### src/rtl/regfile_write_arbiter.sv
// Shares one register-bank write port between ALU, memory-load and I/O writeback
// sources, each with a one-entry slot, aged fixed-priority arbitration and a read-hazard flag.
module regfile_write_arbiter #(
  parameter int DATA_W  = 32,
  parameter int ADDR_W  = 6,
  parameter int AGE_MAX = 3
) (
  input  logic              clock,
  input  logic              reset,
  input  logic              alu_valid,
  input  logic [ADDR_W-1:0] alu_rd,
  input  logic [DATA_W-1:0] alu_data,
  output logic              alu_ready,
  input  logic              mem_valid,
  input  logic [ADDR_W-1:0] mem_rd,
  input  logic [DATA_W-1:0] mem_data,
  output logic              mem_ready,
  input  logic              io_valid,
  input  logic [ADDR_W-1:0] io_rd,
  input  logic [DATA_W-1:0] io_data,
  output logic              io_ready,
  input  logic [ADDR_W-1:0] rs,
  input  logic [ADDR_W-1:0] rt,
  output logic              hazard,
  output logic              wr_en,
  output logic [ADDR_W-1:0] wr_rd,
  output logic [DATA_W-1:0] wr_data,
  output logic              busy
);

  localparam int ALU = 0;
  localparam int MEM = 1;
  localparam int IO  = 2;
  localparam logic [1:0] AGE_LIM = 2'(AGE_MAX);

  logic [2:0]        in_valid;
  logic [ADDR_W-1:0] in_rd   [3];
  logic [DATA_W-1:0] in_data [3];

  logic [2:0]        full;
  logic [ADDR_W-1:0] slot_rd   [3];
  logic [DATA_W-1:0] slot_data [3];
  logic [1:0]        age       [3];

  logic [2:0]        base_ready;
  logic [2:0]        ready;
  logic [2:0]        accept;
  logic [2:0]        urgent;
  logic [2:0]        cand;
  logic [2:0]        grant;
  logic [1:0]        gidx;

  assign in_valid   = {io_valid, mem_valid, alu_valid};
  assign in_rd[ALU] = alu_rd;
  assign in_rd[MEM] = mem_rd;
  assign in_rd[IO]  = io_rd;
  assign in_data[ALU] = alu_data;
  assign in_data[MEM] = mem_data;
  assign in_data[IO]  = io_data;

  // Handshake: a slot captures rd/data on a rising edge where valid && ready;
  // ready never depends on the same source's valid. WAW guard: a nonzero rd
  // already held by another full slot, or offered this cycle by a
  // higher-priority accepted source, holds ready low to keep per-register order.
  always_comb begin
    base_ready = ~full;
    for (int i = 0; i < 3; i++) begin
      for (int j = 0; j < 3; j++) begin
        if (j != i && full[j] && in_rd[i] != '0 && slot_rd[j] == in_rd[i])
          base_ready[i] = 1'b0;
      end
    end
    ready      = base_ready;
    if (in_valid[MEM] && base_ready[MEM] && in_rd[ALU] != '0 && in_rd[MEM] == in_rd[ALU])
      ready[ALU] = 1'b0;
    if (in_valid[MEM] && base_ready[MEM] && in_rd[IO] != '0 && in_rd[MEM] == in_rd[IO])
      ready[IO] = 1'b0;
    if (in_valid[ALU] && base_ready[ALU] && in_rd[IO] != '0 && in_rd[ALU] == in_rd[IO])
      ready[IO] = 1'b0;
  end

  assign accept    = in_valid & ready;
  assign alu_ready = ready[ALU];
  assign mem_ready = ready[MEM];
  assign io_ready  = ready[IO];

  // Urgent slots form their own class; inside a class the order is mem > alu > io.
  always_comb begin
    for (int i = 0; i < 3; i++) urgent[i] = full[i] && (age[i] == AGE_LIM);
    cand  = (|urgent) ? urgent : full;
    grant = 3'b000;
    gidx  = 2'd0;
    if (cand[MEM]) begin
      grant = 3'b010;
      gidx  = 2'(MEM);
    end else if (cand[ALU]) begin
      grant = 3'b001;
      gidx  = 2'(ALU);
    end else if (cand[IO]) begin
      grant = 3'b100;
      gidx  = 2'(IO);
    end
  end

  always_ff @(posedge clock) begin
    if (reset) begin
      full    <= '0;
      wr_en   <= 1'b0;
      wr_rd   <= '0;
      wr_data <= '0;
      for (int i = 0; i < 3; i++) begin
        slot_rd[i]   <= '0;
        slot_data[i] <= '0;
        age[i]       <= '0;
      end
    end else begin
      for (int i = 0; i < 3; i++) begin
        if (grant[i]) begin
          full[i] <= 1'b0;
        end else if (full[i]) begin
          if (age[i] != AGE_LIM) age[i] <= age[i] + 2'd1;
        end else if (accept[i]) begin
          full[i]      <= 1'b1;
          slot_rd[i]   <= in_rd[i];
          slot_data[i] <= in_data[i];
          age[i]       <= '0;
        end
      end
      // An rd==0 grant drains the slot but never raises the bank write enable.
      wr_en <= (|grant) && (slot_rd[gidx] != '0);
      if (|grant) begin
        wr_rd   <= slot_rd[gidx];
        wr_data <= slot_data[gidx];
      end
    end
  end

  always_comb begin
    hazard = 1'b0;
    for (int i = 0; i < 3; i++) begin
      if (full[i] && slot_rd[i] != '0 && (slot_rd[i] == rs || slot_rd[i] == rt))
        hazard = 1'b1;
    end
    if (wr_en && wr_rd != '0 && (wr_rd == rs || wr_rd == rt))
      hazard = 1'b1;
  end

  assign busy = (|full) || wr_en;

endmodule

### config.mk
export PLATFORM = sky130hd
export DESIGN_NAME = regfile_write_arbiter
export DESIGN_NICKNAME = d
export VERILOG_FILES = /design/src/rtl/regfile_write_arbiter.sv
export SDC_FILE = /design/constraint.sdc
export NUM_CORES = 1
export LEC_CHECK = 0
export CAP_MARGIN = 25
export CORE_MARGIN = 4
export CORE_UTILIZATION = 40
export DETAILED_ROUTE_END_ITERATION = 16
export PLACE_DENSITY = 0.76
export SLEW_MARGIN = 20
export SYNTH_ARGS = -nofsm -noshare
export SYNTH_HDL_FRONTEND = slang
export SYNTH_SLANG_ARGS = --single-unit
### constraint.sdc
create_clock -name clock -period 3.7 [get_ports clock]
set_input_delay 0.74 -clock clock [delete_from_list [all_inputs] [get_ports clock]]
set_output_delay 0.74 -clock clock [all_outputs]
set_load 0.01 [all_outputs]
Yosys cells after proc, flatten, opt, wreduce, memory -nomap -nowiden
Memory sizes are Yosys's and may differ from the RTL's. A register that Yosys moved wholly into a read port is not among the register bits. Index checks and enable logic that the tools add are counted.

Equal/unequal tests: 23. Add/subtract/negate cells: 3. Multiplexer cells: 67. Bitwise gates (word level): 14. Reductions and logical operators: 51.

Operator list (count): $eq A6 B6 Y1 (17); $mux W32 (3); $mux W1 (48); $reduce_bool A6 Y1 (8); $logic_and A1 B1 Y1 (32); $mux W2 (9); $mux W6 (3); $mux W3 (4); $or A1 B1 Y1 (12); $reduce_or A3 Y1 (3); $add A2 B1 Y2 const B (3); $eq A2 B2 Y1 const B (3); $ne A2 B2 Y1 const B (3); $reduce_or A2 Y1 (3); $logic_or A1 B1 Y1 (5); $and A3 B3 Y3 (1); $not A3 Y3 (1).

Bits in registers: 10. Word-level logic and storage cells: 166. Bits in writable memories: 120. Memories kept: 3.

Memory list: slot_data (words 3, bits a word 32, rd ports 1, clocked after memory_dff 1, write ports 3, RTL line 42) `logic [DATA_W-1:0] slot_data [3];`; slot_rd (words 3, bits a word 6, rd ports 4, clocked after memory_dff 0, write ports 3, RTL line 41) `logic [ADDR_W-1:0] slot_rd [3];`; age (words 3, bits a word 2, rd ports 3, clocked after memory_dff 0, write ports 3, RTL line 43) `logic [1:0] age [3];`.

Depth between registers and ports, before layout
Gate-level depths: netlist (run 1).

Depth in word-level cells: 17. Mapped depth: 10. Gate-level depth less buffers: 8.

Worst setup path after synthesis (run 1)
OpenSTA, ideal clock, no wires.

Kind: input to register. From: input port io_rd[2]. To: memory slot_data[2][0] (enable). Cell stages on the path: 7. Arrival: 2693 ps. Setup time: 378 ps. Buffers on the path: 1. Setup slack: 629 ps. Cells stage by stage: clkbuf_1 -> or4_1 -> nor3_2 -> o21bai_1 -> o31a_1 -> and4_1 -> or2_2.

RTL lines: start, declared (RTL line 19) `input logic [ADDR_W-1:0] io_rd,`; end, declared (RTL line 42).

Worst setup path in the final report (run 1)
From: input port mem_rd[0]. To: output port alu_ready.

Word-level cells in the longest chain between the ends: 9. Elaborated cells on any way between the ends: 14. Classes of those cells: eq/ne (3); mux (3); reduce/logical (8).

RTL lines: start, declared (RTL line 15) `input logic [ADDR_W-1:0] mem_rd,`; $reduce_bool A6 Y1 (RTL line 69) `if (j != i && full[j] && in_rd[i] != '0 && slot_rd[j] == in_rd[i])`; $logic_and A1 B1 Y1 (2 in a row) (RTL line 69); $mux W1 (2 in a row) (RTL line 69); $logic_and A1 B1 Y1 (2 in a row) (RTL line 74) `if (in_valid[MEM] && base_ready[MEM] && in_rd[ALU] != '0 && in_rd[MEM] == in_rd[ALU])`; $logic_and A1 B1 Y1 (*) (RTL line 74); $mux W1 (*) (RTL line 74); end, declared (RTL line 13) `output logic alu_ready,`.

Mark *: on every way between the ends. The rest lies on a longest branch, timed or not.

==> results of run 1 <==
power breakdown:
group	switching [W]	internal [W]	total, W
sequential	0.000152	0.00216	0.00231
clock	0.000765	0.000950	0.00171
combinational	0.000508	0.000532	0.00104
area by class of cell:
cell class / count / area (um^2)
tap: 275 / 344
fill: 1861 / 9790
timing repair buffer: 226 / 2230
sequential: 162 / 4420
clock inverter: 14 / 148
clock buffer: 18 / 429
multi-input combinational: 506 / 3700
inverter: 6 / 22.5
Yosys cell counts, types with 7 or more instances:
master    instances
nor4_1            8
buf_6             7
nor3b_2          60
nor3b_1          55
buf_2            35
nand3_1          16
xor2_1           30
dfxtp_1          44
edfxtp_1        118
a31oi_1           7
a222oi_1         14
o221ai_1          9
nor2_1           22
xnor2_1          72
o211ai_1          9
o21ai_0          12
nand4_1          19
nor3_1            7
clkbuf_1         51
nand2_1          87
a21oi_1          33
worst paths after layout:
| kind | to | cells past startpoint |
|---|---|---|
| hold reg to reg | wr_data[9] | 2 |
| hold / removal | wr_data[9] | 2 |
| setup reg to reg | slot_data[2][9] | 9 |
| setup / recovery | alu_ready | 8 |
flip-flops by register name, indices dropped and copies added, names as in the netlist:
signal     flops
wr_data       32
slot_data     96
slot_rd       18
wr_en          1
age            6
full           3
wr_rd          6
routing by layer:
layer	vias to the layer above	share of wire (%)	track usage [%]
li1	3080	-	-
met1	3169	43	25.4
met4	0	1.5	5.68
met2	252	49	32.5
met3	24	6.7	3.97
met5	-	0	0
cell usage in the layout, fill, tap and decap left out, types with 7 or more instances in the layout:
cell             netlist  final
a222oi_1              14     14
clkdlybuf4s50_1        0    166
nand2_1               87     87
o21ai_0               12     12
xor2_1                30     30
o221ai_1               9      9
nor2_1                22     22
nand3_1               16     15
edfxtp_1             118    118
o211ai_1               9      9
a31oi_1                7      7
xnor2_1               72     72
nor4_1                 8      8
dfxtp_1               44     44
nor3b_1               55     55
buf_12                 0      7
clkbuf_16              0     17
nor3b_2               60     60
buf_4                  0     45
nand4_1               19     19
a21oi_1               33     33
stage by stage:
step / utilization, % / TNS (ns) / power, W
final: 53.6 / 0 / 0.00507
after global routing: 53.6 / 0 / 0.00527
after CTS: 53.4 / 0 / 0.00510
after detailed placement: 50.7 / -0.0484 / 0.00339
after global placement: 50.7 / -0.0485 / 0.00336
after floorplan: - / 0 / 0.00290
worst reg2reg max path: cells and delay by family, from the launching register on:
family,cells,cell delay (ns)
xor+xnor,1,0.26
flops,1,0.63
simple gates,4,0.87
compound gates,2,0.37
buf+inv,2,0.36
logic make-up (layout without fill, tap and decap cells):
| logic type | Yosys count | count (layout) | synth area share [%] |
|---|---|---|---|
| flip-flops | 162 | 162 | 51.5 |
| adder cells (fa/ha/maj) | 3 | 3 | 0.437 |
| AO/OA/AOI/OAI | 106 | 106 | 8.70 |
| AND/OR/NAND/NOR | 295 | 295 | 23.3 |
| buffers and inverters | 103 | 264 | 5.62 |
| XOR/XNOR | 102 | 102 | 10.4 |
==> impl_metrics.toml, run 1 <==
[status]
status = "completed"

[clock_network]
cts_resized = 2
clockBufferDepth = 2
post-cts-setup-buffer-count = 0
cts-root-buf = "clkbuf_16"
path_clk_slew_ns = 0.06
cts_tree = "built"
cts_sinks = 162
numCtsBuffers = 17
clock_latency_ns = 0.42
cts-hold-fix-buffers = 0
cts_max_level = 4

[worst_setup_path]
critPathMaxStageDelay_ns = 0.65
rrSetupSlack_ns = 0.87
worstPathCellList = "clkdlybuf4s50_1 -> xnor2_1 -> nand3_1 -> o22ai_1 -> buf_4 -> a211oi_2 -> nor3_1 -> clkdlybuf4s50_1"
crit_type = "in2out"
startpoint = "mem_rd[0]"
crit_top_cell = "clkdlybuf4s50_1"
path_buf_inv = 3
cp_top_family = "buffers and inverters"
critical_path.endpoint_type = "output port"
reg2reg_from = "slot_rd[1][0]"
start_kind = "input pin"
cp.arrival_ns = 2.82
slowest_stage = "clkdlybuf4s50_1"
required_ns = 2.96
critPathMaxFanout = 5

[layout]
diodes = 0
fin_area_um2 = 11300
area_growth_syn_to_layout_pct = 31.6
nets = 1053
layout.cells.non_filler = 1207
layout-drive-gt1-share_pct = 16.5

[placement]
placed_cells = 1174
pre_cts_ws_ns = -0.0484
place_congestion = 0.881
hpwlAfterDp_um = 16500
io_buffers = 174
placed_cell_area_um2 = 10700

[logic_synthesis]
yosysSeqAreaShare_pct = 51.5
ys_async_sr_fraction_pct = 0
ys_ff_latch = 162
synth_nets = 905
synthCells = 771
syn_area_um2 = 8590
netlist.area_leader.share_pct = 41.3
synth_edf_count = 118
syn_avg_cell_area_um2 = 11.1
ys.flop_type = "edfxtp_1"
synth.yosys.warnings = 0
yosys-top-cells-area = "edfxtp_1 (41%), dfxtp_1 (10%), nor3b_2 (8.7%), xnor2_1 (7.3%), nor3b_1 (4.8%)"
synth_top_cell_by_area = "edfxtp_1"
netlist-cell-type-count = 44

[route]
drtIter0Drc = 511
via_per_inst = 5.41
ant_nets = 0
route.detailed.drc = 0
first_pass_iters = 5
wl_um = 23800
vias = 6525
wl_per_cell_um = 19.7

[grt]
grt_pass1_vias = 6521
track_usage_pct = 19.4
grt_max_degree = 78
overflow = 0
grt_pass1_wl_um = 36200
antenna_found_initial = 0

[timing]
final.setup_skew_ns = 0.0142
setup_slack_ns = 0.138
slew_viol_final = 0
setup-violations-final = 0
relSlewSlack_pct = 34.2
rsz0062_at_grt = "false"
whs_ns = 0.448
finalHoldViolations = 0
fmax_mhz = 281
fin_crit_sh_pct = 96.3
min_period_ns = 3.56
tightest_slew_ns = 0.986

[die]
die_y_um = 155
die-width_um = 155
coreArea_um2 = 21100
dieArea_um2 = 23900
io_pins = 175
start_util_pct = 40.7
rows = 53

[pwr]
p_leak_nw = 3.96
powerDensity_nw_per_um2 = 449
vdd_drop_max_uv = 350

[hold_path]
hold_path_class = "reg2reg"
min_from = "wr_data[9]"

[job]
maxCapViolations = 0
Note: power is estimated with default switching activity, not from simulation.
==> inputs of run 2 (changes only) <==
--- a/config.mk
+++ b/config.mk
@@ -6,11 +6,12 @@
 export NUM_CORES = 1
 export LEC_CHECK = 0
 export CAP_MARGIN = 25
-export CORE_MARGIN = 4
+export CORE_MARGIN = 2
 export CORE_UTILIZATION = 40
 export DETAILED_ROUTE_END_ITERATION = 16
 export PLACE_DENSITY = 0.76
-export SLEW_MARGIN = 20
+export RECOVER_POWER = 100
+export SLEW_MARGIN = 30
 export SYNTH_ARGS = -nofsm -noshare
 export SYNTH_HDL_FRONTEND = slang
 export SYNTH_SLANG_ARGS = --single-unit
==> impl_metrics.toml, run 2 (synthesis results as in run 1) <==
[timing]
final.setup_skew_ns = 0.0116
rsz0062_at_grt = "false"
min_period_ns = 3.59
tightest_slew_ns = 1.39
fmax_mhz = 279
setup-violations-final = 0
tns_ns = 0
fin_crit_sh_pct = 96.9
finalHoldViolations = 0
slew_viol_final = 0
relSlewSlack_pct = 7.49

[die]
coreArea_um2 = 21000
dieArea_um2 = 22700
die_y_um = 151
die-width_um = 151
io_pins = 175
start_util_pct = 40.8
rows = 53

[pwr]
comb_power_share_pct = 19.7
p_leak_nw = 3.88
vdd_drop_max_uv = 253
p_sw_share_pct = 27.8
p_switching_w = 0.00136
power_frac_seq_pct = 47.2
internal_power_w = 0.00353
clkPwrFrac_pct = 33.1
total_power_w = 0.00489
powerDensity_nw_per_um2 = 448

[layout]
num-fill-cells = 1845
layout-drive-gt1-share_pct = 9.58
multi_input_area_um2 = 3460
regMostFlops = "slot_data"
largest_register_ffs = 96
layout_common_cells = "clkdlybuf4s50_1 (124), edfxtp_1 (118), nor3b_1 (102), nand2_1 (87), xnor2_1 (72)"
register_area_um2 = 4420
nets = 1050
utilization_pct = 51.9
area_growth_syn_to_layout_pct = 27.1
diodes = 0
largestRegisters = "slot_data (96), wr_data (32), slot_rd (18)"
layout_commonest_cell = "clkdlybuf4s50_1"

[grt]
track_usage_pct = 20.5
grt_max_degree = 101
grt_pass1_vias = 6454
grt_pass1_wl_um = 35200
antenna_found_initial = 0
overflow = 0

[clock_network]
clockBufferDepth = 2
cts_tree = "built"
path_clk_slew_ns = 0.07
clock_latency_ns = 0.42
numCtsBuffers = 17
post-cts-setup-buffer-count = 0
cts_sinks = 162
cts-hold-fix-buffers = 0
cts-root-buf = "clkbuf_16"
cts_max_level = 4

[worst_setup_path]
cp.arrival_ns = 2.85
critical_path.endpoint_type = "output port"
rr_endpoint = "slot_rd[0][5]"
required_ns = 2.96
rrSetupSlack_ns = 0.54
reg2regPathDepth = 9
critPathMaxFanout = 5
start_kind = "input pin"
reg2reg_from = "slot_rd[2][3]"
crit_type = "in2out"

[placement]
io_buffers = 174
place_congestion = 0.867
hpwlAfterDp_um = 15800

[job]
maxCapViolations = 0

[route]
first_pass_iters = 5
route.detailed.drc = 0
wl_um = 23000
via_per_inst = 5.39
wl_per_cell_um = 19.1
vias = 6489
ant_nets = 0
drtIter0Drc = 488

[hold_path]
hold_end = "wr_data[6]"
hold_path_class = "reg2reg"
holdPathStages = 2
min_from = "wr_data[6]"

[status]
status = "completed"
## run 2: critical path, cell delays in order
cell	delay, ns
clkdlybuf4s50_1	0.64
xnor2_1	0.16
nand4_1	0.11
o22ai_1	0.23
buf_4	0.16
a211oi_2	0.07
nor3_1	0.15
clkdlybuf4s50_1	0.57
## run 2: power by group through the flow
stage	clock (W)	combinational [W]	sequential (W)
final	0.00162	0.000964	0.00231
after global placement	0	0.00102	0.00234
after floorplan	0	0.000614	0.00228
after global routing	0.00172	0.00105	0.00233
after detailed placement	0	0.00103	0.00234
after CTS	0.00164	0.00104	0.00231
## run 2: layer usage
metal | vias up | wire length (um) | global-route usage (%)
met5 | - | 0 | 0
met4 | 0 | 633 | 8.44
met3 | 42 | 1440 | 4.03
met2 | 263 | 10800 | 33.3
met1 | 3104 | 10100 | 26.9
li1 | 3080 | - | -
## run 2: metrics by stage
stage | cell area (um^2) | hold WS, ns | std cells | setup WS (ns)
after floorplan | 8590 | 0.461 | 771 | 0.629
after detailed placement | 10700 | 0.446 | 1172 | -0.0606
after global placement | 10700 | 0.436 | 1172 | -0.0512
after CTS | 11200 | 0.454 | 1204 | 0.0315
final | 10900 | 0.450 | 1204 | 0.114
after global routing | 10900 | 0.471 | 1204 | 0.00707
## run 2: layout make-up
cell class / instances / area share [%]
Inverter: 6 / 0.206
Sequential cell: 162 / 40.5
Tap cell: 275 / 3.15
Timing Repair Buffer: 223 / 19.4
Multi-Input combinational cell: 506 / 31.7
Clock buffer: 20 / 4.09
Clock inverter: 12 / 0.883
## run 2: worst max-delay path by stage
stage | endpoint | from
2_1_floorplan | slot_data[2][0] | io_rd[2]
3_3_place_gp | io_ready | io_rd[2]
3_5_place_dp | io_ready | alu_rd[5]
4_1_cts | hazard | rs[0]
5_1_grt | alu_ready | mem_rd[1]
6_report | alu_ready | mem_rd[1]
## run 2: timing repair
item,CTS,global route
endpoints found under the setup margin,1,2
gates resized for setup,1,7
pin swaps,0,0
==> inputs of run 3 (changes only) <==
--- a/config.mk
+++ b/config.mk
@@ -9,6 +9,7 @@
 export CORE_MARGIN = 2
 export CORE_UTILIZATION = 40
 export DETAILED_ROUTE_END_ITERATION = 16
+export MAX_ROUTING_LAYER = met4
 export PLACE_DENSITY = 0.76
 export RECOVER_POWER = 100
 export SLEW_MARGIN = 30
==> impl_metrics.toml, run 3 (synthesis results as in run 1) <==
[job]
maxCapViolations = 0

[status]
status = "completed"

[clock_network]
path_clk_slew_ns = 0.06
numCtsBuffers = 17
cts-root-buf = "clkbuf_16"
post-cts-setup-buffer-count = 0
cts_tree = "built"
cts_max_level = 4
clockBufferDepth = 2
clock_latency_ns = 0.42
cts_sinks = 162

[layout]
layout-drive-gt1-share_pct = 9.49
area_growth_syn_to_layout_pct = 28.0
regMostFlops = "slot_data"
nets = 1048
multi_input_area_um2 = 3440
layout_common_cells = "clkdlybuf4s50_1 (119), edfxtp_1 (118), nor3b_1 (103), nand2_1 (87), xnor2_1 (72)"
fin_area_um2 = 11000
register_area_um2 = 4420
num-fill-cells = 1850
largest_register_ffs = 96
largestRegisters = "slot_data (96), wr_data (32), slot_rd (18)"
layout_commonest_cell = "clkdlybuf4s50_1"

[placement]
hpwlAfterDp_um = 16000
placed_cell_area_um2 = 10700
io_buffers = 174
place_congestion = 0.897

[pwr]
total_power_w = 0.00503
p_leak_nw = 3.94
powerDensity_nw_per_um2 = 458
vdd_drop_max_uv = 397

[grt]
top_usage_layer = "met2"
grt_max_degree = 106
track_usage_pct = 21.4
grtUsageMet2_pct = 33.4
met1_usage_pct = 27.6
grt_pass1_vias = 6574
grt_pass1_wl_um = 35700
antenna_found_initial = 1
overflow = 0
use_met3_pct = 4.42

[die]
io_pins = 175
coreArea_um2 = 21000
die_y_um = 151
die-width_um = 151
start_util_pct = 40.8
dieArea_um2 = 22700
rows = 53

[worst_setup_path]
required_ns = 2.96
critPathMaxFanout = 3
start_kind = "input pin"
cp.arrival_ns = 2.84
critical_path.endpoint_type = "output port"
crit_type = "in2out"

[timing]
slew_viol_final = 0
rsz0062_at_grt = "false"
relSlewSlack_pct = 4.52
final.setup_skew_ns = 0.0152
tightest_slew_ns = 1.43
tns_ns = 0
fin_crit_sh_pct = 96.7
fmax_mhz = 280
setup-violations-final = 0
min_period_ns = 3.58
finalHoldViolations = 0

[route]
wl_um = 23300
ant_nets = 0
via_per_inst = 5.43
route.detailed.drc = 0
first_pass_iters = 7
vias = 6533
drtIter0Drc = 540
wl_per_cell_um = 19.3

[hold_path]
hold_path_class = "reg2reg"
## run 3: cell count changes in the layout (fill, tap and decap cells not counted), moves of 2 or more
cell,previous run,this run
clkdlybuf4s50_1,124,119
buf_12,4,8
clkbuf_1,14,11
dlymetal6s2s_1,7,10
inv_6,6,3
bufinv_16,0,2
## run 3: repair_timing
action | in CTS | in global routing
gates resized for setup | 1 | 12
endpoints found under the setup margin | 1 | 2
hold buffers | 0 | 0
pin swaps | 0 | 2
## run 3: through the flow
stage               util [%]  hold slack, ns  std cells  setup WS, ns
floorplan                  -           0.461        771         0.629
global placement        50.9           0.439       1170       -0.0575
detailed placement      50.9           0.446       1170       -0.0443
CTS                     53.6           0.455       1202        0.0274
global route            52.3           0.471       1203       0.00580
finish                  52.3           0.448       1203         0.123
## run 3: final cells by class
type,count,area share [%]
inverter,6,0.205
sequential,162,40.3
tap,275,3.13
clock buffer,19,3.94
antenna,1,0.0228
timing repair buffer,221,19.8
multi-input combinational,506,31.3
clock inverter,13,1.40
## run 3: path summary, 6_finish.rpt
check,start,end,slack [ns],cells after the start
hold reg to reg,wr_data[23],wr_data[23],0.45,2
hold / removal,wr_data[23],wr_data[23],0.45,2
setup reg to reg,slot_rd[1][3],slot_data[1][21],0.52,10
setup / recovery,rs[4],hazard,0.12,7
## run 3: power by group
part | switching, W | internal (W)
Sequential | 0.000144 | 0.00216
Clock | 0.000738 | 0.00101
Combinational | 0.000489 | 0.000484
## run 3: worst max-delay path: stages
cell             delay, ns
clkdlybuf4s50_1       0.56
xnor2_1               0.14
nand4_1               0.09
o32ai_1               0.29
o311ai_0              0.26
nand4_1               0.20
clkdlybuf4s50_1       0.56
## run 3: layer usage
| layer | routed length, um | vias to the layer above | share of wire (%) |
|---|---|---|---|
| met5 | 0 | - | 0 |
| met4 | 560 | 0 | 2.4 |
| met1 | 10100 | 3183 | 43 |
| met3 | 1480 | 42 | 6.4 |
| met2 | 11100 | 236 | 48 |
| li1 | - | 3072 | - |
